--- config.mk ---
export PLATFORM = sky130hd
export DESIGN_NAME = ram_arbiter
export DESIGN_NICKNAME = d
export VERILOG_FILES = /design/src/rtl/mcu_pkg.sv /design/src/rtl/arb_pick.sv /design/src/rtl/ram_arbiter.sv
export SDC_FILE = /design/constraint.sdc
export NUM_CORES = 1
export LEC_CHECK = 0
export ABC_CLOCK_PERIOD_IN_PS = 3600
export CAP_MARGIN = 20
export CORE_MARGIN = 2
export CORE_UTILIZATION = 42
export CTS_CLUSTER_DIAMETER = 60
export CTS_CLUSTER_SIZE = 8
export DETAILED_ROUTE_END_ITERATION = 8
export HOLD_SLACK_MARGIN = 0.05
export PLACE_DENSITY = 0.85
export SLEW_MARGIN = 20
export SYNTH_ARGS = -nofsm -noshare
export SYNTH_HDL_FRONTEND = slang
export SYNTH_SLANG_ARGS = --single-unit
--- constraint.sdc ---
create_clock -name clk -period 3.6 [get_ports clk]
set_clock_uncertainty 0.05 [all_clocks]
set_input_delay 0.54 -clock clk [delete_from_list [all_inputs] [get_ports clk]]
set_output_delay 0.54 -clock clk [all_outputs]
set_load 0.05 [all_outputs]
--- src/rtl/mcu_pkg.sv ---
// Shared types and default widths for the RAM arbiter slice.
package mcu_pkg;
  localparam int DEF_ADDR_W = 8;
  localparam int DEF_DATA_W = 16;

  typedef enum logic [1:0] {IDLE, ACCESS, DONE} arb_state_t;
  typedef logic req_id_t;
endpackage

--- src/rtl/arb_pick.sv ---
// Combinational winner selection between two requesters.
// A tie goes to the requester that is not last_id.
module arb_pick
  import mcu_pkg::*;
(
  input  logic    req0,
  input  logic    req1,
  input  req_id_t last_id,
  output logic    valid,
  output req_id_t id
);

  always_comb begin
    valid = req0 | req1;
    id    = 1'b0;
    if (req0 && req1) id = ~last_id;
    else if (req1)    id = 1'b1;
  end

endmodule

--- src/rtl/ram_arbiter.sv ---
// Two-requester arbiter in front of a single-port RAM: IDLE -> ACCESS -> DONE.
// RAM_ARB_RR_EN selects round-robin on ties; otherwise requester 0 always wins.
module ram_arbiter
  import mcu_pkg::*;
#(
  parameter int ADDR_W = DEF_ADDR_W,
  parameter int DATA_W = DEF_DATA_W
) (
  input  logic              clk,
  input  logic              rst,
  input  logic              req0,
  input  logic              we0,
  input  logic [ADDR_W-1:0] addr0,
  input  logic [DATA_W-1:0] wdata0,
  input  logic              req1,
  input  logic              we1,
  input  logic [ADDR_W-1:0] addr1,
  input  logic [DATA_W-1:0] wdata1,
  output logic              gnt0,
  output logic              gnt1,
  output logic              done0,
  output logic              done1,
  output logic [DATA_W-1:0] rdata0,
  output logic [DATA_W-1:0] rdata1,
  output logic              ram_cs,
  output logic              ram_re,
  output logic              ram_we,
  output logic [ADDR_W-1:0] ram_addr,
  output logic [DATA_W-1:0] ram_wdata,
  input  logic [DATA_W-1:0] ram_rdata
);

  arb_state_t        state_q, state_d;
  req_id_t           owner_q, owner_d;
  logic              we_l_q, we_l_d;
  logic [ADDR_W-1:0] addr_l_q, addr_l_d;
  logic [DATA_W-1:0] wdata_l_q, wdata_l_d;
  logic [DATA_W-1:0] rdata0_q, rdata0_d;
  logic [DATA_W-1:0] rdata1_q, rdata1_d;

  logic    pick_valid;
  req_id_t pick_id;
  req_id_t last_id;
  logic    arb_slot;

  assign arb_slot = (state_q == IDLE) || (state_q == DONE);

`ifdef RAM_ARB_RR_EN
  req_id_t last_q, last_d;

  // Reset value 1 lets requester 0 win the first tie.
  always_comb begin
    last_d = last_q;
    if (arb_slot && pick_valid) last_d = pick_id;
  end

  always_ff @(posedge clk) begin
    if (rst) last_q <= 1'b1;
    else     last_q <= last_d;
  end

  assign last_id = last_q;
`else
  assign last_id = 1'b1;
`endif

  arb_pick u_pick (
    .req0    (req0),
    .req1    (req1),
    .last_id (last_id),
    .valid   (pick_valid),
    .id      (pick_id)
  );

  // State register
  always_ff @(posedge clk) begin
    if (rst) begin
      state_q   <= IDLE;
      owner_q   <= 1'b0;
      we_l_q    <= 1'b0;
      addr_l_q  <= '0;
      wdata_l_q <= '0;
      rdata0_q  <= '0;
      rdata1_q  <= '0;
    end else begin
      state_q   <= state_d;
      owner_q   <= owner_d;
      we_l_q    <= we_l_d;
      addr_l_q  <= addr_l_d;
      wdata_l_q <= wdata_l_d;
      rdata0_q  <= rdata0_d;
      rdata1_q  <= rdata1_d;
    end
  end

  // Next state and request latching
  always_comb begin
    state_d   = state_q;
    owner_d   = owner_q;
    we_l_d    = we_l_q;
    addr_l_d  = addr_l_q;
    wdata_l_d = wdata_l_q;
    rdata0_d  = rdata0_q;
    rdata1_d  = rdata1_q;
    case (state_q)
      IDLE, DONE: begin
        if (pick_valid) begin
          state_d   = ACCESS;
          owner_d   = pick_id;
          we_l_d    = pick_id ? we1    : we0;
          addr_l_d  = pick_id ? addr1  : addr0;
          wdata_l_d = pick_id ? wdata1 : wdata0;
        end else begin
          state_d = IDLE;
        end
      end
      ACCESS: begin
        state_d = DONE;
        if (!we_l_q) begin
          if (owner_q) rdata1_d = ram_rdata;
          else         rdata0_d = ram_rdata;
        end
      end
      default: state_d = IDLE;
    endcase
  end

  // Outputs; address and write data are zeroed outside ACCESS
  always_comb begin
    gnt0      = 1'b0;
    gnt1      = 1'b0;
    done0     = 1'b0;
    done1     = 1'b0;
    ram_cs    = 1'b0;
    ram_re    = 1'b0;
    ram_we    = 1'b0;
    ram_addr  = '0;
    ram_wdata = '0;
    case (state_q)
      ACCESS: begin
        gnt0      = ~owner_q;
        gnt1      = owner_q;
        ram_cs    = 1'b1;
        ram_we    = we_l_q;
        ram_re    = ~we_l_q;
        ram_addr  = addr_l_q;
        ram_wdata = wdata_l_q;
      end
      DONE: begin
        done0 = ~owner_q;
        done1 = owner_q;
      end
      default: ;
    endcase
  end

  assign rdata0 = rdata0_q;
  assign rdata1 = rdata1_q;

endmodule

==> results of run 1 <==
[synthesized netlist by cell type, drive strengths merged]
master   count
a211oi      26
a21oi       58
and2        26
and3         1
buf         16
clkbuf      11
dfxtp       60
inv          2
nand2       89
nand2b       2
nand4bb      1
nor2        29
nor2b        1
nor3b        1
nor4b        1
nor4bb       1
o21ba        1
o21bai       1
or4b         1
[routing by layer]
layer	global-route usage (%)	vias up	wire length [um]
li1	-	1325	-
met1	25.0	1251	3040
met2	37.7	116	3620
met3	9.23	8	737
met4	6.67	0	61
met5	0	-	0
[stage by stage]
step / utilization (%) / hold slack, ns / worst slack [ns] / power [uW] / instances
after floorplan: - / 0.424 / 1.23 / 969 / 328
after global placement: 65.5 / 0.391 / 0.998 / 1120 / 512
after detailed placement: 65.5 / 0.397 / 0.841 / 1130 / 512
after CTS: 68.8 / 0.405 / 0.476 / 1710 / 527
after global routing: 68.8 / 0.420 / 0.322 / 1780 / 527
final: 68.8 / 0.404 / 0.506 / 1710 / 527
[layout make-up]
| cell class | instances | area [um^2] |
|---|---|---|
| fill | 488 | 1840 |
| timing repair buffer | 136 | 1350 |
| multi-input combinational | 239 | 1210 |
| sequential | 60 | 1200 |
| clock buffer | 10 | 138 |
| tap | 75 | 93.8 |
| clock inverter | 5 | 52.6 |
| inverter | 2 | 7.51 |
[flip-flops by register name (all words and copies together), names as in the netlist]
signal     count
owner_q        1
wdata_l_q     16
state_q        2
addr_l_q       8
we_l_q         1
rdata1        16
rdata0        16
[kinds of logic (layout without fill, tap and decap cells)]
kind of cell,after synthesis,after routing,synth area share (%)
simple gates,153,153,27.3
flops,60,60,47.3
compound gates,86,86,20.0
buf+inv,29,153,5.47
[worst max path at each step]
stage / endpoint / slack, ns / cells past startpoint
after global routing: ram_wdata[6] / 0.32 / 4
after global placement: ram_wdata[14] / 1.0 / 4
after floorplan: ram_addr[0] / 1.23 / 4
after CTS: ram_wdata[10] / 0.48 / 4
final: ram_wdata[10] / 0.51 / 4
after detailed placement: ram_we / 0.84 / 4
[tightest hold or removal path, delay by kind of cell, from the launching register on]
family / cells / cell delay, ns
compound gates: 1 / 0.05
flops: 1 / 0.31
simple gates: 1 / 0.05
[power by group]
group / internal, uW / switching [uW]
clock network: 331 / 258
logic: 164 / 218
registers: 707 / 27.5
total: 1200 / 504
==> flow_summary.yaml, run 1 <==
setup_path:
  cp-startpoint: "state_q[0]$_SDFF_PP0_"
  crit_buf_inv: 2
  worstSetupPathType: "flip-flop to output port"
  slowest_stage: "clkdlybuf4s50_1"
  cp_cell_sequence: "nand2b_1 > inv_1 > and2_1 > clkdlybuf4s50_1"
  cpPeakStageDelay_ns: 0.80
  reg2reg_depth: 3
  crit_family: "buffers and inverters"
  r2r-end: "rdata0[2]$_SDFFE_PP0P_"
  r2r-start: "we_l_q$_SDFFE_PP0P_"
  start_kind: "flip-flop"
  critPathRequiredTime_ns: 3.01
  critPathMaxFanout: 27
  end_kind: "output port"
  arrival_ns: 2.50
  r2r_slack_ns: 1.88
place:
  dp_hpwl_mm: 5.18
  post_dp_cell_area_mm2: 0.00386
  numPortBuffers: 132
  gp_congestion: 0.759
die:
  core_area_mm2: 0.00589
  die-area_mm2: 0.00669
  io_pins: 133
  die_y_um: 81.8
  row_count: 28
  start_util_pct: 43.2
  fp.dieW_um: 81.8
hold_path:
  hold_path_class: "flip-flop to flip-flop"
  hold_depth: 2
  min_delay_worst_endpoint: "rdata0[11]$_SDFFE_PP0P_"
  worstHoldStart: "rdata0[11]$_SDFFE_PP0P_"
yosys:
  syn_nets: 398
  netlist.top_cell.by_area: "dfxtp_1"
  synth_top_area_share_pct: 47.3
  synth.yosys.seq_area_share_pct: 47.3
  synth.area.top_cells: "dfxtp_1 47%, nand2_1 13%, a21oi_1 11%"
  ys_types: 22
  synth_area_per_cell_um2: 7.74
  ys_ff_latch: 60
  yosys_warnings: 0
  netlist_area_mm2: 0.00254
  syn_inst: 328
sta:
  finalHoldViolations: 0
  period_minus_slack_ns: 3.09
  rsz0062_at_grt: "no"
  finalSetupTns_ns: 0
  period_share_pct: 85.9
  clock.fmax_mhz: 323
  final_max_slew_viol_count: 0
  tightest_slew_ns: 0.883
  relSlewSlack_pct: 40.9
  setup_violations: 0
detailed_routing:
  vias: 2700
  first_pass_iters: 4
  drc: 0
  vias_per_cell: 5.12
  drtIter0Drc: 91
  routed_wl_mm: 7.46
  wire_per_inst_um: 14.2
  ant_nets: 0
grt:
  antenna_found_initial: 0
  grt_use_total_pct: 22.1
  grt-ovfl-total: 0
  grt_max_degree: 61
  first_global_vias: 2457
  grt_pass1_wl_mm: 11.4
clock_tree:
  path_clk_slew_ns: 0.07
  cts_buffers: 9
  clock_sinks: 60
  cts_resized: 0
  postCtsSetupRepairBufs: 0
  hold_buffers: 0
  cts_buffer_depth: 2
  htreeDepth: 3
  insertion_delay_ns: 0.33
  cts_root_buf: "clkbuf_8"
  cts_tree: "built"
cells_and_area:
  syn_to_final_growth_pct: 59.5
  finalNetCount: 518
  final_cell_mix: "131 x clkdlybuf4s50_1, 89 x nand2_1, 60 x dfxtp_1"
  drive_gt1_share_pct: 5.53
  postLayoutCellArea_mm2: 0.00405
  mostFrequentLayoutCell: "clkdlybuf4s50_1"
  diodes: 0
flow_run:
  cap_violations: 0
pwr:
  power_density_mw_per_mm2: 421
  p_leak_uw: 0.00147
  vdd_drop_max_mv: 0.237
run_status:
  status: "finished, final reports clean"
Note: power is estimated with default switching activity, not from simulation.
==> run 2, diff against run 1 <==
--- a/config.mk
+++ b/config.mk
@@ -5,15 +5,15 @@
 export SDC_FILE = /design/constraint.sdc
 export NUM_CORES = 1
 export LEC_CHECK = 0
-export ABC_CLOCK_PERIOD_IN_PS = 3600
+export ABC_CLOCK_PERIOD_IN_PS = 2600
 export CAP_MARGIN = 20
 export CORE_MARGIN = 2
-export CORE_UTILIZATION = 42
-export CTS_CLUSTER_DIAMETER = 60
+export CORE_UTILIZATION = 36
+export CTS_CLUSTER_DIAMETER = 200
 export CTS_CLUSTER_SIZE = 8
 export DETAILED_ROUTE_END_ITERATION = 8
 export HOLD_SLACK_MARGIN = 0.05
-export PLACE_DENSITY = 0.85
+export PLACE_DENSITY = 0.77
 export SLEW_MARGIN = 20
 export SYNTH_ARGS = -nofsm -noshare
 export SYNTH_HDL_FRONTEND = slang
==> constraint.sdc (replaced) <==
create_clock -name clk -period 2.6 [get_ports clk]
set_clock_uncertainty 0.05 [all_clocks]
set_input_delay 0.39 -clock clk [delete_from_list [all_inputs] [get_ports clk]]
set_output_delay 0.39 -clock clk [all_outputs]
set_load 0.05 [all_outputs]
==> flow_summary.yaml, run 2 (synthesized netlist as in run 1, its figures left out) <==
run_status:
  status: "finished, final reports clean"
cells_and_area:
  drive_gt1_share_pct: 12.4
  multi_input_area_mm2: 0.00121
  fillers: 636
  finalNetCount: 524
  diodes: 0
  mostFrequentLayoutCell: "clkdlybuf4s50_1"
  syn_to_final_growth_pct: 59.2
  final_cell_mix: "104 x clkdlybuf4s50_1, 89 x nand2_1, 60 x dfxtp_1"
  final-seq-area_mm2: 0.00120
detailed_routing:
  routed_wl_mm: 7.28
  vias: 2650
  vias_per_cell: 4.77
  drc: 0
  wire_per_inst_um: 13.1
  drtIter0Drc: 128
  ant_nets: 0
  first_pass_iters: 5
pwr:
  pwr-share-clk_pct: 31.9
  power_frac_comb_pct: 23.5
  vdd_drop_max_mv: 0.248
  p_seq_share_pct: 44.6
  p_int_uw: 1580
  power_density_mw_per_mm2: 561
  p_sw_uw: 693
  sw_frac_of_total_pct: 30.5
  p_leak_uw: 0.00153
clock_tree:
  hold_buffers: 0
  cts_buffer_depth: 2
  cts_root_buf: "clkbuf_8"
  cts_buffers: 9
  htreeDepth: 3
  clock_sinks: 60
  postCtsSetupRepairBufs: 0
  cts_resized: 0
  insertion_delay_ns: 0.33
  path_clk_slew_ns: 0.07
  cts_tree: "built"
die:
  die_y_um: 88.0
  core_area_mm2: 0.00679
  die-area_mm2: 0.00774
  io_pins: 133
  row_count: 30
  fp.dieW_um: 88.0
  start_util_pct: 37.4
sta:
  rsz0062_at_grt: "no"
  period_share_pct: 90.6
  tightest_slew_ns: 0.880
  finalHoldViolations: 0
  setup_violations: 0
  relSlewSlack_pct: 41.1
  fin_ws_ns: 0.245
  finalSetupTns_ns: 0
  final_max_slew_viol_count: 0
  clock.fmax_mhz: 425
  period_minus_slack_ns: 2.35
grt:
  grt_pass1_wl_mm: 11.2
  grt_max_degree: 29
  first_global_vias: 2438
  antenna_found_initial: 0
  grt_use_total_pct: 19.0
  grt-ovfl-total: 0
setup_path:
  critPathMaxFanout: 27
  reg2reg_depth: 3
  critPathRequiredTime_ns: 2.16
  cp_cell_sequence: "nand2b_1 > inv_1 > and2_1 > buf_4"
  slowest_stage: "inv_1"
  end_kind: "output port"
  start_kind: "flip-flop"
  worstSetupPathType: "flip-flop to output port"
  cpPeakStageDelay_ns: 0.53
  arrival_ns: 1.91
flow_run:
  cap_violations: 0
place:
  numPortBuffers: 132
  place_worst_setup_slack_ns: 0.554
  dp_hpwl_mm: 5.23
  gp_congestion: 0.783
hold_path:
  hold_path_class: "flip-flop to flip-flop"
  hold_depth: 2
[run 2: changes by cell type in the layout (fill, tap and decap cells not counted)]
cell,change
clkdlybuf4s50_1,-27
clkinv_2,-1
buf_2,+1
bufinv_16,-1
clkinvlp_4,+1
buf_4,+31
buf_12,+1
clkbuf_1,+2
[run 2: layer usage]
layer,up-vias,global-route usage (%),part of all wire (%)
met3,6,6.69,9.2
li1,1339,-,-
met5,-,0,0
met4,0,7.13,0.99
met1,1191,22.2,43
met2,114,32.0,47
[run 2: area by class of cell]
cell class / instances / share of cell area, %
timing repair buffer: 142 / 33.0
multi-input combinational: 239 / 29.9
sequential: 60 / 29.7
clock buffer: 12 / 3.59
tap: 96 / 2.97
clock inverter: 4 / 0.619
inverter: 2 / 0.186
[run 2: path summary, 6_finish.rpt]
path                                                end  slack, ns                   start
worst max register to register  rdata0[12]$_SDFFE_PP0P_       0.91     we_l_q$_SDFFE_PP0P_
worst max-delay path                      ram_wdata[13]       0.25   state_q[0]$_SDFF_PP0_
worst min register to register   rdata1[4]$_SDFFE_PP0P_       0.40  rdata1[4]$_SDFFE_PP0P_
worst min-delay path             rdata1[4]$_SDFFE_PP0P_       0.40  rdata1[4]$_SDFFE_PP0P_
[run 2: worst max-delay path: cells and delay by family (launching register included)]
kind | cells | cell delay (ns)
flip-flops | 1 | 0.46
AND/OR/NAND/NOR | 2 | 0.39
buffers and inverters | 2 | 0.73
[run 2: metrics by stage]
stage / instances / instance area [um^2] / hold WS [ns] / power [uW] / utilization (%)
after CTS: 555 / 4040 / 0.405 / 2290 / 59.5
after detailed placement: 539 / 3870 / 0.396 / 1570 / 57.0
after global routing: 555 / 4040 / 0.426 / 2390 / 59.5
after global placement: 539 / 3870 / 0.391 / 1560 / 57.0
final: 555 / 4040 / 0.403 / 2270 / 59.5
after floorplan: 328 / 2540 / 0.424 / 1340 / -
[run 2: power groups by stage]
stage	clock network, uW	logic [uW]	registers [uW]
after floorplan	0	252	1090
after global placement	0	530	1030
after detailed placement	0	535	1030
after CTS	741	536	1010
after global routing	793	575	1020
final	724	532	1010
